===== src/rtl/readout_sequencer.sv =====
// Row readout sequencer: select row, settle, convert under ADC handshake, release, next row.
// Optional conversion timeout is compiled in with `define READOUT_TIMEOUT_EN.
module readout_sequencer #(
  parameter int NUM_ROWS      = 2,
  parameter int SETTLE_CYCLES = 4,
  parameter int CONV_MAX      = 8,
  localparam int ROW_W        = (NUM_ROWS > 1) ? $clog2(NUM_ROWS) : 1
) (
  input  logic                clk,
  input  logic                reset,
  input  logic                start,
  input  logic                abort,
  input  logic                adc_done,
  output logic [NUM_ROWS-1:0] nre,
  output logic                ADC_enable,
  output logic [ROW_W-1:0]    row_idx,
  output logic                busy,
  output logic                done,
  output logic                timeout
);

  // One phase counter serves both the settle wait and the conversion timeout.
  localparam int CNT_MAXV = (SETTLE_CYCLES > CONV_MAX) ? SETTLE_CYCLES : CONV_MAX;
  localparam int CNT_W    = $clog2(CNT_MAXV + 1);
  localparam logic [CNT_W-1:0] SETTLE_LAST = CNT_W'(SETTLE_CYCLES - 1);
  localparam logic [ROW_W-1:0] LAST_ROW    = ROW_W'(NUM_ROWS - 1);
`ifdef READOUT_TIMEOUT_EN
  localparam logic [CNT_W-1:0] CONV_LAST   = CNT_W'(CONV_MAX - 1);
`endif

  typedef enum logic [2:0] {
    IDLE,
    SELECT,
    CONVERT,
    RELEASE,
    FINISH
  } state_t;

  state_t              state_q, state_d;
  logic [CNT_W-1:0]    cnt_q, cnt_d;
  logic [ROW_W-1:0]    row_idx_q, row_idx_d;
  logic [NUM_ROWS-1:0] nre_q, nre_d;
  logic                adc_enable_q, adc_enable_d;
  logic                busy_q, busy_d;
  logic                done_q, done_d;
  logic                row_sel;
`ifdef READOUT_TIMEOUT_EN
  logic                timeout_q, timeout_d;
`endif

  always_comb begin
    state_d   = state_q;
    cnt_d     = cnt_q;
    row_idx_d = row_idx_q;
`ifdef READOUT_TIMEOUT_EN
    timeout_d = timeout_q;
`endif
    if (abort) begin
      state_d = IDLE;
    end else begin
      case (state_q)
        IDLE: begin
          if (start) begin
            state_d   = SELECT;
            row_idx_d = '0;
            cnt_d     = '0;
`ifdef READOUT_TIMEOUT_EN
            timeout_d = 1'b0;
`endif
          end
        end
        SELECT: begin
          if (cnt_q == SETTLE_LAST) begin
            state_d = CONVERT;
            cnt_d   = '0;
          end else begin
            cnt_d = cnt_q + CNT_W'(1);
          end
        end
        CONVERT: begin
          // A done flag on the final allowed cycle still wins over the timeout.
          if (adc_done) begin
            state_d = RELEASE;
`ifdef READOUT_TIMEOUT_EN
          end else if (cnt_q == CONV_LAST) begin
            state_d   = RELEASE;
            timeout_d = 1'b1;
          end else begin
            cnt_d = cnt_q + CNT_W'(1);
`endif
          end
        end
        RELEASE: begin
          if (row_idx_q == LAST_ROW) begin
            state_d = FINISH;
          end else begin
            state_d   = SELECT;
            row_idx_d = row_idx_q + ROW_W'(1);
            cnt_d     = '0;
          end
        end
        FINISH: begin
          state_d = IDLE;
        end
        default: begin
          state_d = IDLE;
        end
      endcase
    end
  end

  // Outputs are decoded from the next state so they register alongside it.
  always_comb begin
    nre_d        = '1;
    row_sel      = (state_d == SELECT) || (state_d == CONVERT);
    adc_enable_d = (state_d == CONVERT);
    busy_d       = (state_d != IDLE);
    done_d       = (state_d == FINISH);
    for (int i = 0; i < NUM_ROWS; i++) begin
      nre_d[i] = !(row_sel && (row_idx_d == ROW_W'(i)));
    end
  end

  always_ff @(posedge clk or posedge reset) begin
    if (reset) begin
      state_q      <= IDLE;
      cnt_q        <= '0;
      row_idx_q    <= '0;
      nre_q        <= '1;
      adc_enable_q <= 1'b0;
      busy_q       <= 1'b0;
      done_q       <= 1'b0;
`ifdef READOUT_TIMEOUT_EN
      timeout_q    <= 1'b0;
`endif
    end else begin
      state_q      <= state_d;
      cnt_q        <= cnt_d;
      row_idx_q    <= row_idx_d;
      nre_q        <= nre_d;
      adc_enable_q <= adc_enable_d;
      busy_q       <= busy_d;
      done_q       <= done_d;
`ifdef READOUT_TIMEOUT_EN
      timeout_q    <= timeout_d;
`endif
    end
  end

  assign nre        = nre_q;
  assign ADC_enable = adc_enable_q;
  assign row_idx    = row_idx_q;
  assign busy       = busy_q;
  assign done       = done_q;
`ifdef READOUT_TIMEOUT_EN
  assign timeout    = timeout_q;
`else
  assign timeout    = 1'b0;
`endif

endmodule


===== config.mk =====
export PLATFORM = sky130hd
export DESIGN_NAME = readout_sequencer
export DESIGN_NICKNAME = d
export VERILOG_FILES = /design/src/rtl/readout_sequencer.sv
export SDC_FILE = /design/constraint.sdc
export NUM_CORES = 1
export LEC_CHECK = 0
export ABC_AREA = 0
export BUFFER_PORTS_ARGS = -buffer_cell sky130_fd_sc_hd__buf_4
export CORE_ASPECT_RATIO = 0.9
export CORE_UTILIZATION = 45
export CTS_CLUSTER_SIZE = 20
export DETAILED_ROUTE_END_ITERATION = 8
export PLACE_DENSITY = 0.74
export SKIP_LAST_GASP = 1
export SYNTH_ARGS = -nofsm -noshare
export SYNTH_HDL_FRONTEND = slang
export SYNTH_SLANG_ARGS = --single-unit

===== constraint.sdc =====
create_clock -name clk -period 2.1 [get_ports clk]
set_clock_uncertainty 0.1 [all_clocks]
set_input_delay 0.42 -clock clk [delete_from_list [all_inputs] [get_ports clk]]
set_output_delay 0.42 -clock clk [all_outputs]
set_load 0.01 [all_outputs]

* After elaboration in Yosys (flattened, before gate mapping) *
Cells that the tools add are included.

word-level totals
  bits in latches = 0
  input port bits = 5
  word-level logic and storage cells = 43
  memories = 0
  RAM bits = 0
  memory bits (read-only) = 0
  register bits = 13
  output and inout bits = 7

cells by class
  add/subtract/negate cells = 2
  order comparisons = 0
  multipliers = 0
  reductions and logical operators = 9
  eq/ne operators = 9
  bitwise operators = 2
  muxes and demuxes = 14
  shifts and indexed selects = 0
  divide/modulo/power cells = 0

operators by type and width
  kind                                            count
  two-way mux 3 bit                               5
  two-way mux 4 bit                               3
  one-hot mux 3 bit (4 select lines)              1
  one-hot mux 4 bit (3 select lines)              1
  == test 3 x 2 -> 1 bit (second input constant)  3
  == test 3 x 1 -> 1 bit (second input constant)  2
  nonzero test 3 bit                              2
  adder 4 x 1 -> 4 bit (second input constant)    1
  == test 4 x 2 -> 1 bit (second input constant)  1
  inequality test 2 bit (second input constant)   2
  AND reduction 4 bit                             1
  == test 3 bit (second input constant)           1
  logical NOT 3 bit                               1
  two-way mux 1 bit                               3
  logical AND 1 bit                               2
  logical NOT 1 bit                               2
  NOT 1 bit                                       2
  one-hot mux 1 bit (2 select lines)              1
  adder 1 bit (second input constant)             1
  logical OR 1 bit                                1

* Longest topological paths before layout *
Gate-level depths: netlist of the first run.

  depth after elaboration = 8
  gate-level depth with buffers = 5
  depth with buffers taken out = 5

* Worst setup path before layout of the first run *
OpenSTA, ideal clock, no wires.

  path kind = flip-flop to flip-flop
  start point = register cnt_q[0]
  end point = register adc_enable_q, in the netlist ADC_enable
  path slack = 0.550 ns
  setup time = 0.111 ns
  arrival = 1.339 ns
  required time = 1.889 ns
  buffers on the path = 0
  period minus slack after synthesis = 1.550 ns
  cell stages (with the launch flop) = 6
  cell sequence = dfrtp_1 -> ha_1 -> nor3b_2 -> o32a_1 -> o21ai_0 -> a2111oi_2

between the ends
  word-level cells in the longest chain between the ends = 5

ends and longest elaborated chain
  item                                RTL line  RTL
  from (decl)                         40        logic [CNT_W-1:0] cnt_q, cnt_d;
  from (signal assigned)              138       cnt_q <= cnt_d;
  == test 4 x 2 -> 1 bit              73        if (cnt_q == SETTLE_LAST) begin
  two-way mux 3 bit                   73
  one-hot mux 3 bit (4 select lines)  61        case (state_q)
  two-way mux 3 bit                   58        if (abort) begin
  == test 3 x 2 -> 1 bit              116       adc_enable_d = (state_d == CONVERT);
  net adc_enable_d                    43        logic adc_enable_q, adc_enable_d;
  to (signal assigned)                141       adc_enable_q <= adc_enable_d;
  to (decl)                           43

The timed path passes the listed nets, and every way through them passes these cells.
A chain may end at the register's enable or synchronous reset.

* Worst setup path in the final report of the first run *
Same ends and word-level chain as after synthesis.

==> run metrics, run 1 <==
worst-case clock buffer depth 2; most frequent cells in the layout dfrtp_1 (11), buf_4 (11), o21ai_0 (5); Crit Path Class reg2reg; Pre-antenna DRT Iters 4; final wirelength 1170 um; H-Tree Level Count 1; vias in the first global route about 440; CTS buffer count 3; Reg clk slew, reported paths approximately 0.08 ns; final-stage net count 82; Final min period around 1.7 ns; FF-to-FF path depth 5; R2R Setup Slk 0.39 ns; Routed Antenna Nets 0; gr ovfl total 0; Power Density ~630 nW/um^2; Mean Syn Cell Area approximately 11 um^2; P&R area growth vs syn 16.5%; count of cell types in the netlist 34; post-CTS setup repair buffer count 0; clk_lat worst skew between 0.2 and 0.3 ns; post-DP HPWL between 800 and 900 um; fillers between 100 and 150; pre-CTS WS around 0.40 ns; # IOs 12; worst-case hold slack between 0.04 and 0.05 ns; combinational power share about an eighth; ANT cells 0; RR Endpoint ADC_enable; Clock Power Share a little under a third; RSZ-0062 raised after global routing false; CP arrival 1.78 ns; crit-path max FO 4; switching pwr about 0.12 mW; Syn Nets between 60 and 70; Die H a little under 40 um; internal cell power between 0.3 and 0.4 mW; DR vias slightly above 500; FF+latch count, synth 13; clock sinks 13; final slew viol count 0; Root Driver clkbuf_4; share of cells above drive strength 1 approximately 28%; Max Cap Violations 0; # DRC 0; Starting Density 51.0%; Avg Vias per Cell 5.70; Setup violations, final 0; cells after synthesis 63; crit path launch type flip-flop; Die Wd 42.5 um; Max Clock Freq between 0.5 and 0.6 GHz; Resized cells post-CTS 0; Hold Path Class in2async; multi-input logic area between 300 and 400 um^2; Post-CTS Hold Buffers 0; initial drt markers 14; initial antenna violation count 0; Switching Share between 20% and 30%; sequential share of the synthesized area roughly half; TNS Setup 0 ns; critical register-to-register path startpoint cnt_q[0]; largest net degree at the start of global routing 14; fin crit share between 80% and 90%; CTS tree yes; I/O Buffers 10; Die ar. between 1500 and 2000 um^2; synth warn 0; Post-Synthesis Cell Area 666 um^2; register area 328 um^2; Avg WL per Cell 13.1 um; gpl congestion between 0.7 and 0.8; first-pass GRT wire length approximately 2000 um; outcome complete, no violations; final hold violations 0; Placement Rows 12; Flop pwr share ~56%; GRT Util Overall about 18%; WP data required 2.17 ns; endpoint class of the critical path flip-flop; final worst slack 0.390 ns; overall power between 0.4 and 0.5 mW; Peak VDD IR roughly 0.00035 V; core area about 1300 um^2; Leak between 0.3 and 0.4 nW
-- layout make-up --
| cell class | instances | share of cell area, % |
|---|---|---|
| flip-flops and latches | 13 | 42.3 |
| well taps | 14 | 2.26 |
| inverters | 1 | 0.484 |
| multi-input cells | 46 | 40.8 |
| clock inverters | 1 | 0.645 |
| repair buffers | 11 | 10.6 |
| clock buffers | 3 | 2.90 |
-- cells in the mapped netlist, drive strengths merged --
| library cell | number | area (um^2) |
|---|---|---|
| nor2b | 1 | 6.26 |
| o31a | 1 | 8.76 |
| o21ai | 8 | 43.8 |
| a21boi | 3 | 22.5 |
| o22a | 1 | 8.76 |
| dfrtp | 11 | 275 |
| nand2b | 3 | 18.8 |
| o2bb2ai | 1 | 8.76 |
| a21oi | 1 | 5.00 |
| or2 | 1 | 6.26 |
| conb | 1 | 3.75 |
| inv | 1 | 3.75 |
| mux2i | 2 | 20.0 |
| nor3b | 2 | 20.0 |
| nand2 | 4 | 15.0 |
| nand3b | 2 | 15.0 |
| or3b | 1 | 8.76 |
| o32a | 1 | 10.0 |
| nand3 | 2 | 10.0 |
| o21bai | 1 | 7.51 |
| dfstp | 2 | 52.6 |
| o21ba | 1 | 10.0 |
| and2 | 1 | 6.26 |
| nor3 | 2 | 10.0 |
| ha | 1 | 12.5 |
| nor2 | 2 | 7.51 |
| a2111oi | 1 | 15.0 |
| and3 | 1 | 6.26 |
| nor4bb | 1 | 10.0 |
| buf | 3 | 17.5 |
-- sequential cells by signal, indices dropped and copies added, names as in the netlist --
| name | cells |
|---|---|
| row_idx | 1 |
| busy | 1 |
| done | 1 |
| state_q | 3 |
| nre | 2 |
| cnt_q | 4 |
| ADC_enable | 1 |
-- metal layers --
metal  global-route usage, %  up-vias  wire length, um
met4                    11.7        0               13
met3                    7.08        2               45
met2                    25.4       10              527
li1                        -      251                -
met5                       0        -                0
met1                    23.1      244              579
-- metrics by stage --
step	utilization [%]	area [um^2]	instances
3_3_place_gp	57.3	748	85
5_1_grt	59.4	776	89
6_report	59.4	776	89
2_1_floorplan	-	666	63
3_5_place_dp	57.3	748	85
4_1_cts	59.4	776	89
-- worst max-delay path, stage by stage, from the launching register on --
cell and delay, ns:
dfrtp_1 0.39, ha_1 0.22, nor3b_2 0.22, o32a_1 0.21
o21ai_0 0.13, a2111oi_2 0.34
-- power by group through the flow --
| stage | Clock (mW) | Sequential (mW) | Combinational (mW) |
|---|---|---|---|
| floorplan | 0 | 0.274 | 0.0456 |
| global placement | 0 | 0.277 | 0.0621 |
| detailed placement | 0 | 0.278 | 0.0624 |
| CTS | 0.162 | 0.273 | 0.0628 |
| global route | 0.180 | 0.274 | 0.0692 |
| finish | 0.152 | 0.273 | 0.0620 |
-- logic make-up after synthesis --
group,share of synthesized area (%)
simple gates,21.1
compound gates,21.1
flops,49.2
buf+inv,3.20
mux,3.01
fa+ha+maj,1.88
other cells,0.563
-- worst max path at each step --
stage,from,cells after the start,end
global placement,cnt_q[0],5,ADC_enable
detailed placement,cnt_q[0],5,ADC_enable
CTS,cnt_q[0],5,ADC_enable
global route,cnt_q[0],5,ADC_enable
floorplan,cnt_q[0],5,ADC_enable
finish,cnt_q[0],5,ADC_enable
Power figures use the tool's default switching activity.
==> run 2: changes to the inputs <==
- clock period: 2.1 -> 1.6 ns (I/O delays scaled with it)
==> run 2 against run 1 <==
Compared with the run above:
- fmax grew 7.5%
- die area is the same
- largest power group unchanged
- largest cell class is now multi-input combinational cells
- critical path depth shrank 1
- routed wire length grew 4.1%
- utilization grew 7.2 points
- cell area grew 12%
==> run metrics, run 2 (synthesis gave the netlist of run 1 again) <==
initial drt markers 6 (-8); worst hold path depth 2; final cell count without fillers 98 (+10%); crit-path max FO 6 (+2); Final min period 1.59 ns (-0.120 ns); outcome complete, no violations; CP max-delay cell dfrtp_1; largest net degree at the start of global routing 14 (unchanged); fillers 93 (-25%); critical path, cell by cell or3b_1 > o32a_1 > mux2i_1 > nand3b_1; gr ovfl total 0 (unchanged); DR vias 524 (+3.4%); fin crit share 99.4% (+18 points); Placement Rows 12 (unchanged); Root Driver clkbuf_4; FF-to-FF path depth 4 (-1); most common cell after layout, fill and taps aside buf_4; # IOs 12 (unchanged); post-DP HPWL 910 um (+6.4%); CTS tree yes; most frequent cells in the layout buf_4 (19), dfrtp_1 (9), nand2_1 (4), o21ai_0 (4); Hold Crit Start abort; core area 1310 um^2 (unchanged); final slew viol count 0 (unchanged); worst-case clock buffer depth 2 (unchanged); Pre-antenna DRT Iters 4 (unchanged); Reg clk slew, reported paths 0.08 ns (about the same); crit path launch type flip-flop; Finished Cell Area 870 um^2 (+12%); Die ar. 1640 um^2 (unchanged); Avg Vias per Cell 5.35 (-6.1%); initial antenna violation count 0 (unchanged); final hold violations 0 (unchanged); number of flip-flops in the largest register 4 (unchanged); Biggest register cnt_q; RSZ-0062 raised after global routing true; Peak VDD IR 0.000537 V (+52%); CTS buffer count 3 (unchanged); Crit Path Class reg2reg; GRT Util Overall 18.4% (+0.35 points); share of cells above drive strength 1 41.7% (+14 points); Starting Density 51.0% (unchanged); first-pass GRT wire length 2050 um (+2.8%); Power Density 759 nW/um^2 (+21%); CP arrival 1.69 ns (-0.09 ns); WP data required 1.70 ns (-0.47 ns); critical register-to-register path startpoint state_q[2]; clk_lat worst skew 0.27 ns (about the same); ANT cells 0 (unchanged); gpl congestion 0.811 (+5.8%); endpoint class of the critical path flip-flop; # DRC 0 (unchanged); Die H 38.5 um (unchanged); Avg WL per Cell 12.4 um (-5.4%); I/O Buffers 10 (unchanged); Hold Path Class in2reg; Max Clock Freq 0.629 GHz (+7.5%); Routed Antenna Nets 0 (unchanged); Setup violations, final 0 (unchanged); Placed Instances 92 (+8.2%); R2R Setup Slk 0.009 ns (-0.38 ns); final core occ 66.6% (+7.2 points); clock sinks 13 (unchanged); crit-path max cell delay 0.44 ns (+0.05 ns); final-stage net count 91 (+11%); final wirelength 1210 um (+4.1%); RR Endpoint nre[0]; Die Wd 42.5 um (unchanged); P&R area growth vs syn 30.6%; vias in the first global route 450 (+3.2%); Leak 0.386 nW (+12%); H-Tree Level Count 1 (unchanged); hold endpoint ADC_enable; Max Cap Violations 0 (unchanged); Cell Area, Placed 801 um^2 (+7.0%)
[run 2: critical path, delay by kind of cell (launching register included)]
family | cells | cell delay, ns
multiplexers | 1 | 0.23
AO/OA/AOI/OAI | 1 | 0.22
flip-flops | 1 | 0.44
AND/OR/NAND/NOR | 2 | 0.52
[run 2: repair_timing]
item	CTS	global route
buffers inserted	0	1
setup endpoints to repair	1	7
cloned	0	0
resized for setup	3	6
endpoints found under the hold margin	11	0
pin swaps	1	2
hold buffers	1	0
[run 2: metal layers]
metal  share of wire, %  global-route usage (%)
met5                  0                       0
met4                1.1                    7.03
met3                4.2                    8.49
met2                 43                    25.8
met1                 51                    24.7
[run 2: power by group]
group          switching (mW)  internal [mW]  leakage, nW
combinational          0.0505         0.0566        0.200
clock                   0.104         0.0927       0.0177
sequential             0.0115          0.345        0.168
[run 2: per-stage QoR]
stage	TNS, ns	total power, mW	hold slack (ns)	setup WS [ns]
finish	0	0.660	0.126	0.00937
CTS	0	0.663	0.119	0.00112
global route	-0.316	0.699	0.127	-0.114
global placement	0	0.460	0.264	0.0190
detailed placement	-0.0147	0.460	0.272	-0.0147
floorplan	0	0.420	0.0955	0.0496
[run 2: worst max-delay path by stage]
stage          slack, ns          to  cells after the start        from
6_report           0.009      nre[0]                      4  state_q[2]
5_1_grt            -0.11      nre[0]                      4  state_q[2]
4_1_cts            0.001    cnt_q[3]                      5  state_q[0]
3_5_place_dp       -0.01  ADC_enable                      5    cnt_q[1]
3_3_place_gp        0.02      nre[1]                      4  state_q[0]
2_1_floorplan       0.05  ADC_enable                      5    cnt_q[0]
[run 2: layout make-up]
cell class                 instances  area, um^2  area share, %
clock buffer                       3        22.5           2.59
clock inverter                     1        5.00          0.576
sequential                        13         330           38.0
inverter                           1        3.75          0.432
timing repair buffer              20         153           17.6
multi-input combinational         46         338           38.8
tap                               14        17.5           2.01
